**src/rtl/spi_pkg.sv**
```systemverilog
// Shared definitions for the SPI memory initiator: frame geometry and FSM state codes.
package spi_pkg;

  localparam int ADDR_W  = 7;
  localparam int DATA_W  = 8;
  localparam int FRAME_W = 16;
  localparam logic RW_READ = 1'b1;

  localparam logic [2:0] IDLE  = 3'd0;
  localparam logic [2:0] LEAD  = 3'd1;
  localparam logic [2:0] HI    = 3'd2;
  localparam logic [2:0] LO    = 3'd3;
  localparam logic [2:0] TRAIL = 3'd4;
  localparam logic [2:0] DONE  = 3'd5;

endpackage

```
**src/rtl/spi_half_timer.sv**
```systemverilog
// Loadable down-counter; tc is high in the last cycle of every CLK_DIV-cycle phase.
module spi_half_timer #(
  parameter int CLK_DIV = 2
) (
  input  logic clk,
  input  logic rst_n,
  input  logic load,
  output logic tc
);

  localparam int CW = $clog2(CLK_DIV + 1);
  localparam logic [CW-1:0] RELOAD = CW'(CLK_DIV - 1);

  logic [CW-1:0] cnt;

  always_ff @(posedge clk or negedge rst_n) begin
    if (!rst_n) begin
      cnt <= RELOAD;
    end else if (load) begin
      cnt <= RELOAD;
    end else if (cnt != '0) begin
      cnt <= cnt - CW'(1);
    end
  end

  assign tc = (cnt == '0);

endmodule

```
**src/rtl/spi_master.sv**
```systemverilog
// SPI mode-0 initiator for one 16-bit frame: 7-bit address, rw bit, 8 data bits, MSB first.
module spi_master
  import spi_pkg::*;
#(
  parameter int CLK_DIV = 2
) (
  input  logic              clk,
  input  logic              rst_n,
  input  logic              start,
  input  logic [ADDR_W-1:0] addr,
  input  logic              rw,
  input  logic [DATA_W-1:0] wdata,
  output logic [DATA_W-1:0] rdata,
  output logic              busy,
  output logic              done,
  output logic              sclk_pin,
  output logic              cs_pin,
  output logic              mosi_pin,
  input  logic              miso_pin
);

  logic [2:0]         state;
  logic [2:0]         state_nx;
  logic [3:0]         bit_cnt;
  logic [FRAME_W-1:0] frame_sh;
  logic [DATA_W-1:0]  rx_sh;
  logic               rw_q;
  logic               tc;
  logic               load;
  logic               accept;
  logic               sample;

  // busy still high during the DONE output cycle blocks a re-accept there
  assign accept = (state == IDLE) && start && !busy;
  assign sample = (state == HI) && tc;
  assign load   = (state_nx != state);

  spi_half_timer #(.CLK_DIV(CLK_DIV)) u_timer (
    .clk   (clk),
    .rst_n (rst_n),
    .load  (load),
    .tc    (tc)
  );

  always_comb begin
    state_nx = state;
    case (state)
      IDLE:    if (accept) state_nx = LEAD;
      LEAD:    if (tc) state_nx = HI;
      HI:      if (tc) state_nx = LO;
      LO:      if (tc) state_nx = (bit_cnt == 4'd15) ? TRAIL : HI;
      TRAIL:   if (tc) state_nx = DONE;
      DONE:    state_nx = IDLE;
      default: state_nx = IDLE;
    endcase
  end

  always_ff @(posedge clk or negedge rst_n) begin
    if (!rst_n) begin
      state   <= IDLE;
      bit_cnt <= 4'd0;
    end else begin
      state <= state_nx;
      if (accept) begin
        bit_cnt <= 4'd0;
      end else if ((state == LO) && tc) begin
        bit_cnt <= bit_cnt + 4'd1;
      end
    end
  end

  // Shift data needs no reset: it is reloaded on every accepted start
  always_ff @(posedge clk) begin
    if (accept) begin
      frame_sh <= {addr, rw, (rw == RW_READ) ? {DATA_W{1'b0}} : wdata};
      rw_q     <= rw;
    end else if (sample) begin
      frame_sh <= {frame_sh[FRAME_W-2:0], 1'b0};
      rx_sh    <= {rx_sh[DATA_W-2:0], miso_pin};
    end
  end

  // Pins follow the current state one cycle later, so nothing from an input reaches a pin directly
  always_ff @(posedge clk or negedge rst_n) begin
    if (!rst_n) begin
      cs_pin   <= 1'b1;
      sclk_pin <= 1'b0;
      mosi_pin <= 1'b0;
      busy     <= 1'b0;
      done     <= 1'b0;
      rdata    <= '0;
    end else begin
      cs_pin   <= (state == IDLE) || (state == DONE);
      sclk_pin <= (state == HI);
      mosi_pin <= ((state == IDLE) || (state == DONE)) ? 1'b0 : frame_sh[FRAME_W-1];
      busy     <= (state != IDLE);
      done     <= (state == DONE);
      if ((state == DONE) && (rw_q == RW_READ)) begin
        rdata <= rx_sh;
      end
    end
  end

endmodule

```
**config.mk**
```make
export PLATFORM = sky130hd
export DESIGN_NAME = spi_master
export DESIGN_NICKNAME = d
export VERILOG_FILES = /design/src/rtl/spi_pkg.sv /design/src/rtl/spi_half_timer.sv /design/src/rtl/spi_master.sv
export SDC_FILE = /design/constraint.sdc
export NUM_CORES = 1
export LEC_CHECK = 0
export ABC_AREA = 1
export CORE_UTILIZATION = 50
export CTS_CLUSTER_DIAMETER = 200
export DETAILED_ROUTE_END_ITERATION = 6
export DONT_BUFFER_PORTS = 1
export GPL_TIMING_DRIVEN = 0
export PLACE_DENSITY = 0.69
export REMOVE_ABC_BUFFERS = 1
export SYNTH_ARGS = -nofsm -noshare
export SYNTH_HDL_FRONTEND = slang
export SYNTH_HIERARCHICAL = 1
export SYNTH_SLANG_ARGS = --single-unit
```
**constraint.sdc**
```tcl
create_clock -name clk -period 6.2 [get_ports clk]
set_input_delay 1.24 -clock clk [delete_from_list [all_inputs] [get_ports clk]]
set_output_delay 1.24 -clock clk [all_outputs]
set_load 0.01 [all_outputs]
```
## After elaboration in Yosys (flattened, before gate mapping)

Index checks and enable logic that the tools add are counted.

| storage, ports and cells | value |
|---|---|
| flip-flop bits (word level) | 47 |
| bits of input ports | 20 |
| output and inout bits | 13 |
| word-level logic and storage cells | 52 |

| operators by class | value |
|---|---|
| $add $sub $neg | 2 |
| equal/unequal tests | 7 |
| multiplexer cells | 15 |
| bitwise logic cells | 1 |
| reduce and logical (&&, ||, !) cells | 15 |

Operator list:

| kind | count |
|---|---|
| $mux 16 | 2 |
| $mux 3 | 6 |
| $pmux 3 s5 | 1 |
| $mux 4 | 2 |
| $mux 8 | 1 |
| $reduce_bool 2->1 | 4 |
| $eq 3x2->1 const B | 2 |
| $eq 3x3->1 const B | 2 |
| $logic_and 1x1->1 | 5 |
| $add 4x1->4 const B | 1 |
| $eq 4x4->1 const B | 1 |
| $mux 2 | 2 |
| $eq 3x1->1 const B | 1 |
| $logic_not 3->1 | 1 |
| $ne 3x3->1 | 1 |
| $reduce_bool 3->1 | 1 |
| $logic_not 2->1 | 1 |
| $reduce_and 2->1 | 1 |
| $sub 2x1->2 const B | 1 |
| $logic_not 1->1 | 1 |
| $logic_or 1x1->1 | 1 |
| $mux 1 | 1 |
| $not 1->1 | 1 |

## Longest topological paths before layout

Gate-level depths: netlist of run 1.

| depth | value |
|---|---|
| word-level depth | 7 |
| gate-level depth with buffers | 12 |
| gate-level depth less buffers | 12 |

## Hierarchy

The synthesis of run 1 kept the hierarchy.

By module, submodules not included:

| module | instances | cells an instance | area each (um^2) | sequential area each (um^2) |
|---|---|---|---|---|
| spi_master | 1 | 178 | 1889.3 | 1252.5 |
| spi_half_timer | 1 | 14 | 108.9 | 51.3 |

## Worst setup path after synthesis of run 1

Ideal clock, no wire load.

| timing | value |
|---|---|
| path kind | input-to-reg |
| start | in start |
| end | reg frame_sh[0] (enable) |
| arrival | 2.255 ns |
| required time | 5.789 ns |
| path slack | 3.534 ns |
| stages | 5 |
| cell sequence | inv_1 nor2_1 nand2_4 buf_4 o21ai_0 |

| on the way | value |
|---|---|
| cells in the longest elaborated chain, start to end | 3 |

RTL lines:

| item | line | RTL |
|---|---|---|
| from (decl) | spi_master.sv:9 | `input logic start,` |
| $logic_and 1x1->1 (2 in a row) | spi_master.sv:34 | `assign accept = (state == IDLE) && start && !busy;` |
| $reduce_bool 2->1 (no source line) | - |  |
| to (signal assigned) | spi_master.sv:75 | `frame_sh <= {addr, rw, (rw == RW_READ) ? {DATA_W{1'b0}} : wdata};` |
| to (signal assigned) | spi_master.sv:78 | `frame_sh <= {frame_sh[FRAME_W-2:0], 1'b0};` |
| to (decl) | spi_master.sv:25 | `logic [FRAME_W-1:0] frame_sh;` |

No other way between the ends.
A chain may end at the register's enable or synchronous reset.

## Worst setup path in the final report of run 1

| timing | value |
|---|---|
| start | in start |
| end | reg frame_sh[4] (enable) |

The elaborated chain is that of the path after synthesis.

==> results of run 1 <==
-- worst paths after layout --
path                                            start                          to  slack, ns  cells past startpoint
hold reg to reg                    rx_sh[1]$_DFFE_PP_          rx_sh[2]$_DFFE_PP_       0.46                      0
setup / recovery                                start       frame_sh[4]$_DFFE_PP_       3.78                      5
max in group asynchronous                       rst_n  u_timer/cnt[0]$_DFFE_PN1P_       5.40                      0
hold / removal                     rx_sh[1]$_DFFE_PP_          rx_sh[2]$_DFFE_PP_       0.46                      0
setup reg to reg           u_timer/cnt[0]$_DFFE_PN1P_       frame_sh[4]$_DFFE_PP_       3.99                      5
min in group asynchronous                       rst_n        rdata[0]$_DFFE_PN0P_       0.63                      0
-- worst max-delay path: stages --
cell and delay [ns]:
inv_1 0.02, nor2_1 0.18, nand2_4 0.21, o21ai_1 0.48, buf_4 0.30
-- power groups by stage --
stage / clock network (mW) / logic, mW / registers [mW]
2_1_floorplan: 0 / 0.000271 / 0.333
3_3_place_gp: 0 / 0.000277 / 0.333
3_5_place_dp: 0 / 0.000277 / 0.333
4_1_cts: 0.195 / 0.000283 / 0.326
5_1_grt: 0.206 / 0.000318 / 0.326
6_report: 0.189 / 0.000281 / 0.326
-- flip-flops by register name (all words and copies together) (netlist names), 2 cells and up --
name	cells
bit_cnt	4
u_timer/cnt	2
rdata	8
frame_sh	16
state	3
rx_sh	8
-- synthesized netlist by cell type, types with 4 or more instances --
cell type,number,area [sq um]
edfxtp_1,25,751
o21ai_0,4,20.0
nand3_1,19,95.1
nor2_1,8,30.0
dfrtp_1,20,500
nand2_1,76,285
inv_1,13,48.8
-- final cells by class --
class,count,area [sq um],share of cell area (%)
Sequential cell,47,1300,61.5
Inverter,15,56.3,2.66
Clock inverter,1,8.76,0.413
Tap cell,48,60.1,2.84
Timing Repair Buffer,1,7.51,0.354
Multi-Input combinational cell,125,596,28.1
Clock buffer,7,86.3,4.08
-- layer usage --
metal / up-vias / GRT usage [%]
met1: 598 / 23.2
met5: - / 0
met4: 0 / 7.61
met3: 7 / 6.77
li1: 627 / -
met2: 45 / 29.4
-- kinds of logic after synthesis --
family	synth area share [%]
fa+ha+maj	1.25
compound gates	1.38
simple gates	26.3
buf+inv	4.95
xor+xnor	0.877
flops	65.2
-- metrics by stage --
step	instances	hold WS [ns]	utilization (%)	instance area, sq um
after global placement	235	0.431	53.8	2020
after floorplan	187	0.427	-	1960
final	244	0.461	56.6	2120
after CTS	244	0.467	56.6	2120
after global routing	244	0.482	56.6	2120
after detailed placement	236	0.441	54.0	2020
==> results_dict.tcl, run 1 <==
set metrics [dict create \
    fmaxAchievable_ghz 0.412 \
    cts_tree "yes" \
    layout_min_cycle_time_ns 2.42 \
    firstDrtPassIters 4 \
    clockBufferDepth 2 \
    synthFlopType "edfxtp_1" \
    rsz0062_at_grt "no" \
    h-tree-depth 2 \
    drt_iter0_markers 82 \
    drv_cap 0 \
    p_sw_share_pct 19.0 \
    clk_latency_ns 0.30 \
    antenna_cells 0 \
    status "finished, final reports clean" \
    nNetsFinal 217 \
    synth_edf_count 25 \
    rows 22 \
    met3RoutedLength_um 199 \
    period_share_pct 39.1 \
    dieArea_sq_um 4250 \
    finalSetupViolations 0 \
    core-area_sq_um 3740 \
    p_sw_mw 0.0982 \
    grt_pass1_vias 1270 \
    hpwl_um 2380 \
    clockPowerShare_pct 36.7 \
    cts_hold_buf 0 \
    final_cell_mix "nand2_1, edfxtp_1, dfrtp_1, nand3_1, inv_1" \
    netlist_area_sq_um 2000 \
    worst_pin_slew_ns 0.768 \
    grt_pass1_wl_um 5800 \
    dp_slack_ns 3.45 \
    worst_slack_ns 3.78 \
    yosysWarningCount 6 \
    die_x_um 65.2 \
    drive_gt1_share_pct 10.7 \
    netlist_instances 192 \
    critPathLaunchType "input port" \
    netlist-cell-type-count 27 \
    fp.dieH_um 65.2 \
    start_util_pct 53.4 \
    post_cts_resize_count 0 \
    ir_drop_mv 0.174 \
    avgRoutedWirePerCell_um 13.5 \
    met2WireLength_um 1550 \
    power_density_nw_per_um2 244 \
    viasPerCell 5.23 \
    sequentialPowerShare_pct 63.2 \
    drc 0 \
    wl_met1_um 1460 \
    slew_viol_final 0 \
    power_frac_comb_pct 0.1 \
    holdCritPathClass "reg -> reg" \
    gr-total-overflow 0 \
    port_buffers 0 \
    antenna_found_initial 0 \
    worstSetupPathType "in -> reg" \
    layout_commonest_cell "nand2_1" \
    cts.clk_slew.worst_paths_ns 0.08 \
    avgSynthCellArea_sq_um 10.4 \
    antenna_left 0 \
    hold_viol 0 \
    gp_congestion 0.779 \
    synth-async-reset-ratio_pct 46.8 \
    worstPathArrival_ns 2.44 \
    p_leak_nw 1.02 \
    grt_usage_pct 18.6 \
    cp_max_fo 24 \
    post_cts_buffers 0 \
    cts_sinks 47 \
    cts_buffers 5 \
    via_count 1277 \
    nFillCells 334 \
    root_buffer "clkbuf_8" \
    io_pins 33 \
    area_growth_pct 6.01 \
    yosys_register_bits 47 \
    timing.setup.tns_ns 0 \
    dr.max_layer_used "met4" \
    grt_start_max_net_pins 25 \
    wirelength_um 3290 \
    finalPower_mw 0.516 \
    required_ns 6.21 \
    yosysSeqAreaShare_pct 65.2 \
    internal_power_mw 0.418 \
    slew_headroom_pct 48.5 \
    end_kind "flop" \
    clock_skew_ns 0.00621 \
]
No activity file was read; power rests on OpenSTA's default activity.
==> run 2, diff against run 1 <==
clock period = 2.5 ns   (was 6.2 ns; I/O delays follow)
==> results_dict.tcl, run 2 (synthesized netlist as in run 1, its figures left out) <==
set metrics [dict create \
    p_sw_share_pct 19.5 \
    cts_sinks 47 \
    cp_common_cell "inv_1" \
    fin_cells 245 \
    largestRegisters "frame_sh: 16 flops, rdata: 8 flops, rx_sh: 8 flops" \
    antenna_left 0 \
    nFillCells 333 \
    status "finished, final reports clean" \
    final_cell_mix "nand2_1, edfxtp_1, dfrtp_1, nand3_1, inv_1" \
    root_buffer "clkbuf_8" \
    cp_max_fo 10 \
    via_count 1283 \
    largest_reg_flops 16 \
    startpoint "u_timer/cnt[0]$_DFFE_PN1P_" \
    r2r_slack_ns 0.29 \
    hold_viol 0 \
    area_growth_pct 6.51 \
    sequentialPowerShare_pct 62.8 \
    rr_endpoint "frame_sh[4]$_DFFE_PP_" \
    dieArea_sq_um 4250 \
    finalSetupViolations 0 \
    avgRoutedWirePerCell_um 13.7 \
    power_density_nw_per_um2 606 \
    drc 0 \
    cts.clk_slew.worst_paths_ns 0.08 \
    power_frac_comb_pct 0.6 \
    p_leak_nw 1.03 \
    cts_buffers 5 \
    wirelength_um 3350 \
    placed_cells 236 \
    cts_tree "yes" \
    io_pins 33 \
    required_ns 2.51 \
    gr-total-overflow 0 \
    crit_chain "inv_1, ha_1, inv_1, o21ai_1, buf_4" \
    finalPower_mw 1.29 \
    grt_start_max_net_pins 25 \
    end_kind "flop" \
    viasPerCell 5.24 \
    slew_viol_final 0 \
    period_share_pct 88.4 \
    regMostFlops "frame_sh" \
    slew_headroom_pct 38.0 \
    hpwl_um 2380 \
    rsz0062_at_grt "no" \
    port_buffers 0 \
    worstSetupPathType "reg -> reg" \
    final_core_util_pct 56.9 \
    clock_skew_ns 0.00562 \
    layout_min_cycle_time_ns 2.21 \
    clk_latency_ns 0.30 \
    gp_congestion 0.779 \
    slowest_delay_ns 0.64 \
    drt_iter0_markers 76 \
    nNetsFinal 218 \
    post_cts_buffers 0 \
    h-tree-depth 2 \
    core-area_sq_um 3740 \
    ir_drop_mv 0.434 \
    grt_pass1_wl_um 5820 \
    antenna_cells 0 \
    endpoint "frame_sh[4]$_DFFE_PP_" \
    timing.setup.tns_ns 0 \
    internal_power_mw 1.04 \
    p_sw_mw 0.251 \
    grt_pass1_vias 1269 \
    firstDrtPassIters 4 \
    timing.hold.ws_ns 0.0330 \
    critPathLaunchType "flop" \
    slowest_stage "o21ai_1" \
    drive_gt1_share_pct 10.7 \
    clockBufferDepth 2 \
    rows 22 \
    holdCritPathClass "in -> async" \
    antenna_found_initial 0 \
    fp.dieH_um 65.2 \
    grt_usage_pct 18.8 \
    worst-r2r-cell-count 5 \
    worstPathArrival_ns 2.22 \
    clockPowerShare_pct 36.6 \
    r2r-start "u_timer/cnt[0]$_DFFE_PN1P_" \
    worst_pin_slew_ns 0.927 \
    layout_commonest_cell "nand2_1" \
    die_x_um 65.2 \
    drv_cap 0 \
    start_util_pct 53.4 \
    fmaxAchievable_ghz 0.453 \
]
## run 2: final cells by class
type,instances,area (sq um),area share [%]
multi-input combinational,125,596,28.0
timing repair buffer,2,17.5,0.823
clock buffer,7,86.3,4.06
sequential,47,1300,61.3
tap,48,60.1,2.82
inverter,15,56.3,2.65
clock inverter,1,8.76,0.412
## run 2: worst min-delay path by stage
| stage | endpoint | slack (ns) | depth (start not counted) |
|---|---|---|---|
| finish | cs_pin$_DFF_PN1_ | 0.03 | 0 |
| floorplan | bit_cnt[0]$_DFFE_PN0P_ | 0.20 | 0 |
| global placement | u_timer/cnt[1]$_DFFE_PN0P_ | 0.21 | 0 |
| CTS | cs_pin$_DFF_PN1_ | 0.02 | 0 |
| detailed placement | busy$_DFF_PN0_ | 0.21 | 0 |
| global route | cs_pin$_DFF_PN1_ | 0.009 | 0 |
## run 2: layer usage
layer / GRT usage, % / up-vias / wire length [um]
met2: 29.5 / 39 / 1590
li1: - / 631 / -
met1: 23.6 / 605 / 1480
met4: 7.61 / 0 / 82
met3: 6.77 / 8 / 194
met5: 0 / - / 0
## run 2: critical path, delay by kind of cell, from the launching register on
kind / cells / cell delay (ns)
compound gates: 1 / 0.64
buf+inv: 3 / 0.53
fa+ha+maj: 1 / 0.39
flops: 1 / 0.38
## run 2: stage by stage
stage,setup slack (ns),cell area [sq um]
floorplan,0.0535,1960
global placement,-0.432,2020
finish,0.291,2130
detailed placement,0.304,2020
global route,0.148,2130
CTS,0.285,2130
## run 2: power groups by stage
stage	combinational [mW]	clock, mW	sequential [mW]
after floorplan	0.000673	0	0.826
after global placement	0.000686	0	0.826
after detailed placement	0.000686	0	0.826
after CTS	0.00844	0.484	0.809
after global routing	0.00959	0.512	0.809
final	0.00797	0.471	0.809
## run 2: repair_timing
action | 4_1_cts | 5_1_grt
hold buffers | 1 | 0
endpoints found under the hold margin | 20 | 0
gates resized for setup | 0 | 0
==> run 3, diff against run 2 <==
ABC_AREA = unset   (was 1)
CORE_ASPECT_RATIO = 1.75   (was unset)
SLEW_MARGIN = 20   (was unset)
==> results_dict.tcl, run 3 <==
set metrics [dict create \
    grt_start_max_net_pins 21 \
    finalSetupViolations 0 \
    post_cts_buffers 0 \
    layout_min_cycle_time_ns 2.26 \
    final_cell_mix "edfxtp_1, dfrtp_1, o21ai_0, mux2_2, nand2b_1" \
    worstPathArrival_ns 2.22 \
    end_kind "flop" \
    port_buffers 0 \
    drv_cap 0 \
    status "finished, final reports clean" \
    regMostFlops "frame_sh" \
    yosysWarningCount 6 \
    nNetsFinal 162 \
    timing.setup.tns_ns 0 \
    internal_power_mw 1.44 \
    place_area_sq_um 1970 \
    yosysTopAreaCell "edfxtp_1" \
    cp_max_fo 16 \
    synth_edf_count 25 \
    avgRoutedWirePerCell_um 14.9 \
    ir_drop_mv 0.578 \
    yosys.area.top_type_share_pct 38.0 \
    viasPerCell 5.55 \
    gp_congestion 0.728 \
    nFillCells 327 \
    io_pins 33 \
    cts_hold_buf 1 \
    drt_iter0_markers 15 \
    avgSynthCellArea_sq_um 14.3 \
    cts_buffers 5 \
    firstDrtPassIters 4 \
    post_cts_resize_count 0 \
    rows 29 \
    fp.dieH_um 85.1 \
    seqCellArea_sq_um 1300 \
    netlist-cell-type-count 37 \
    ys_top_cells_by_count "edfxtp_1, dfrtp_1, o21ai_0, mux2_2, nand2b_1" \
    wirelength_um 2780 \
    start_util_pct 53.3 \
    root_buffer "clkbuf_8" \
    p_leak_nw 0.818 \
    stdcell_area_sq_um 2070 \
    power_density_nw_per_um2 960 \
    power_frac_comb_pct 19.0 \
    worst_pin_slew_ns 0.900 \
    cts.clk_slew.worst_paths_ns 0.08 \
    netlist_instances 138 \
    area_growth_pct 4.75 \
    clk_latency_ns 0.29 \
    p_sw_mw 0.547 \
    antenna_cells 0 \
    critPathLaunchType "flop" \
    synth.most_common_cell "edfxtp_1" \
    largest_reg_flops 16 \
    period_share_pct 90.6 \
    antenna_left 0 \
    gr-total-overflow 0 \
    dieArea_sq_um 4210 \
    antenna_found_initial 0 \
    hold_viol 0 \
    layout_commonest_cell "edfxtp_1" \
    clockBufferDepth 2 \
    netlist_area_sq_um 1970 \
    clockPowerShare_pct 21.5 \
    drive_gt1_share_pct 19.9 \
    sequentialPowerShare_pct 59.6 \
    p_sw_share_pct 27.5 \
    cts_tree "yes" \
    multi_input_area_sq_um 592 \
    timing.hold.ws_ns 0.0432 \
    grt_pass1_wl_um 4870 \
    ys_top_cells_by_area "edfxtp_1, dfrtp_1, mux2_2" \
    core-area_sq_um 3700 \
    cts_sinks 47 \
    h-tree-depth 2 \
    clock_skew_ns 0.00777 \
    via_count 1038 \
    grt_pass1_vias 1100 \
    largestRegisters "frame_sh: 16 flops, rdata: 8 flops, rx_sh: 8 flops" \
    slew_viol_final 0 \
    slew_headroom_pct 39.8 \
    fmaxAchievable_ghz 0.442 \
    required_ns 2.46 \
    rsz0062_at_grt "no" \
    worstSetupPathType "reg -> reg" \
    synth-async-reset-ratio_pct 46.8 \
    hpwl_um 1980 \
    yosysSeqAreaShare_pct 66.0 \
    synthFlopType "edfxtp_1" \
    grt_usage_pct 15.3 \
    drc 0 \
    yosys_register_bits 47 \
    holdCritPathClass "in -> async" \
    die_x_um 49.5 \
]
==> run 3: changes by cell type after synthesis, moves of 3 or more <==
cell,change
nand2_1,-72
nand3_1,-16
mux2_2,+13
o21ai_0,+12
inv_1,-10
nand2b_1,+9
mux2_4,+3
nor3b_1,+3
==> run 3: critical path: stages (launching register included) <==
cell      delay [ns]
dfrtp_1         0.49
or3_4           0.49
or2_1           0.39
clkinv_4        0.19
or2_2           0.37
==> run 3: power by group through the flow <==
stage | combinational [mW] | clock [mW] | sequential [mW]
2_1_floorplan | 0.305 | 0 | 1.17
3_3_place_gp | 0.349 | 0 | 1.19
3_5_place_dp | 0.377 | 0 | 1.20
4_1_cts | 0.385 | 0.445 | 1.19
5_1_grt | 0.432 | 0.470 | 1.21
6_report | 0.377 | 0.426 | 1.18
==> run 3: cell type report <==
type	instances	area share [%]
multi-input combinational	81	28.6
inverter	4	0.968
sequential	47	63.0
clock inverter	2	0.605
clock buffer	6	3.51
timing repair buffer	1	0.484
tap	46	2.78
==> run 3: cell families (layout without fill, tap and decap cells) <==
kind of cell	count (synthesis)	count (layout)	synth area share [%]
multiplexers	18	18	10.7
buffers and inverters	10	13	3.99
AO/OA/AOI/OAI	22	22	6.21
flip-flops	47	47	66.0
adder cells (fa/ha/maj)	2	2	1.27
AND/OR/NAND/NOR	36	36	10.5
XOR/XNOR	3	3	1.33
==> run 3: metrics by stage <==
stage	utilization, %	power [mW]	cells	worst slack, ns
6_report	55.9	1.99	187	0.235
5_1_grt	55.9	2.11	187	0.132
4_1_cts	55.9	2.02	187	0.231
3_5_place_dp	53.3	1.58	178	0.234
3_3_place_gp	53.3	1.54	178	0.279
2_1_floorplan	-	1.47	132	0.499
==> run 3: final timing paths <==
kind	cells after the start	slack (ns)	startpoint	end
max	4	0.24	state[2]$_DFF_PN0_	frame_sh[11]$_DFFE_PP_
min	0	0.04	rst_n	u_timer/cnt[0]$_DFFE_PN1P_
max reg2reg	4	0.24	state[2]$_DFF_PN0_	frame_sh[11]$_DFFE_PP_
min reg2reg	0	0.46	rx_sh[0]$_DFFE_PP_	rx_sh[1]$_DFFE_PP_
max in group asynchronous	1	1.17	rst_n	bit_cnt[3]$_DFFE_PN0P_
min in group clk	0	0.30	rw	rw_q$_DFFE_PP_
==> run 3: layer usage <==
| metal | vias up | global-route usage, % | wire, um |
|---|---|---|---|
| met1 | 504 | 17.4 | 1150 |
| met4 | 0 | 9.61 | 68 |
| li1 | 497 | - | - |
| met5 | - | 0 | 0 |
| met2 | 30 | 25.0 | 1420 |
| met3 | 7 | 4.30 | 136 |
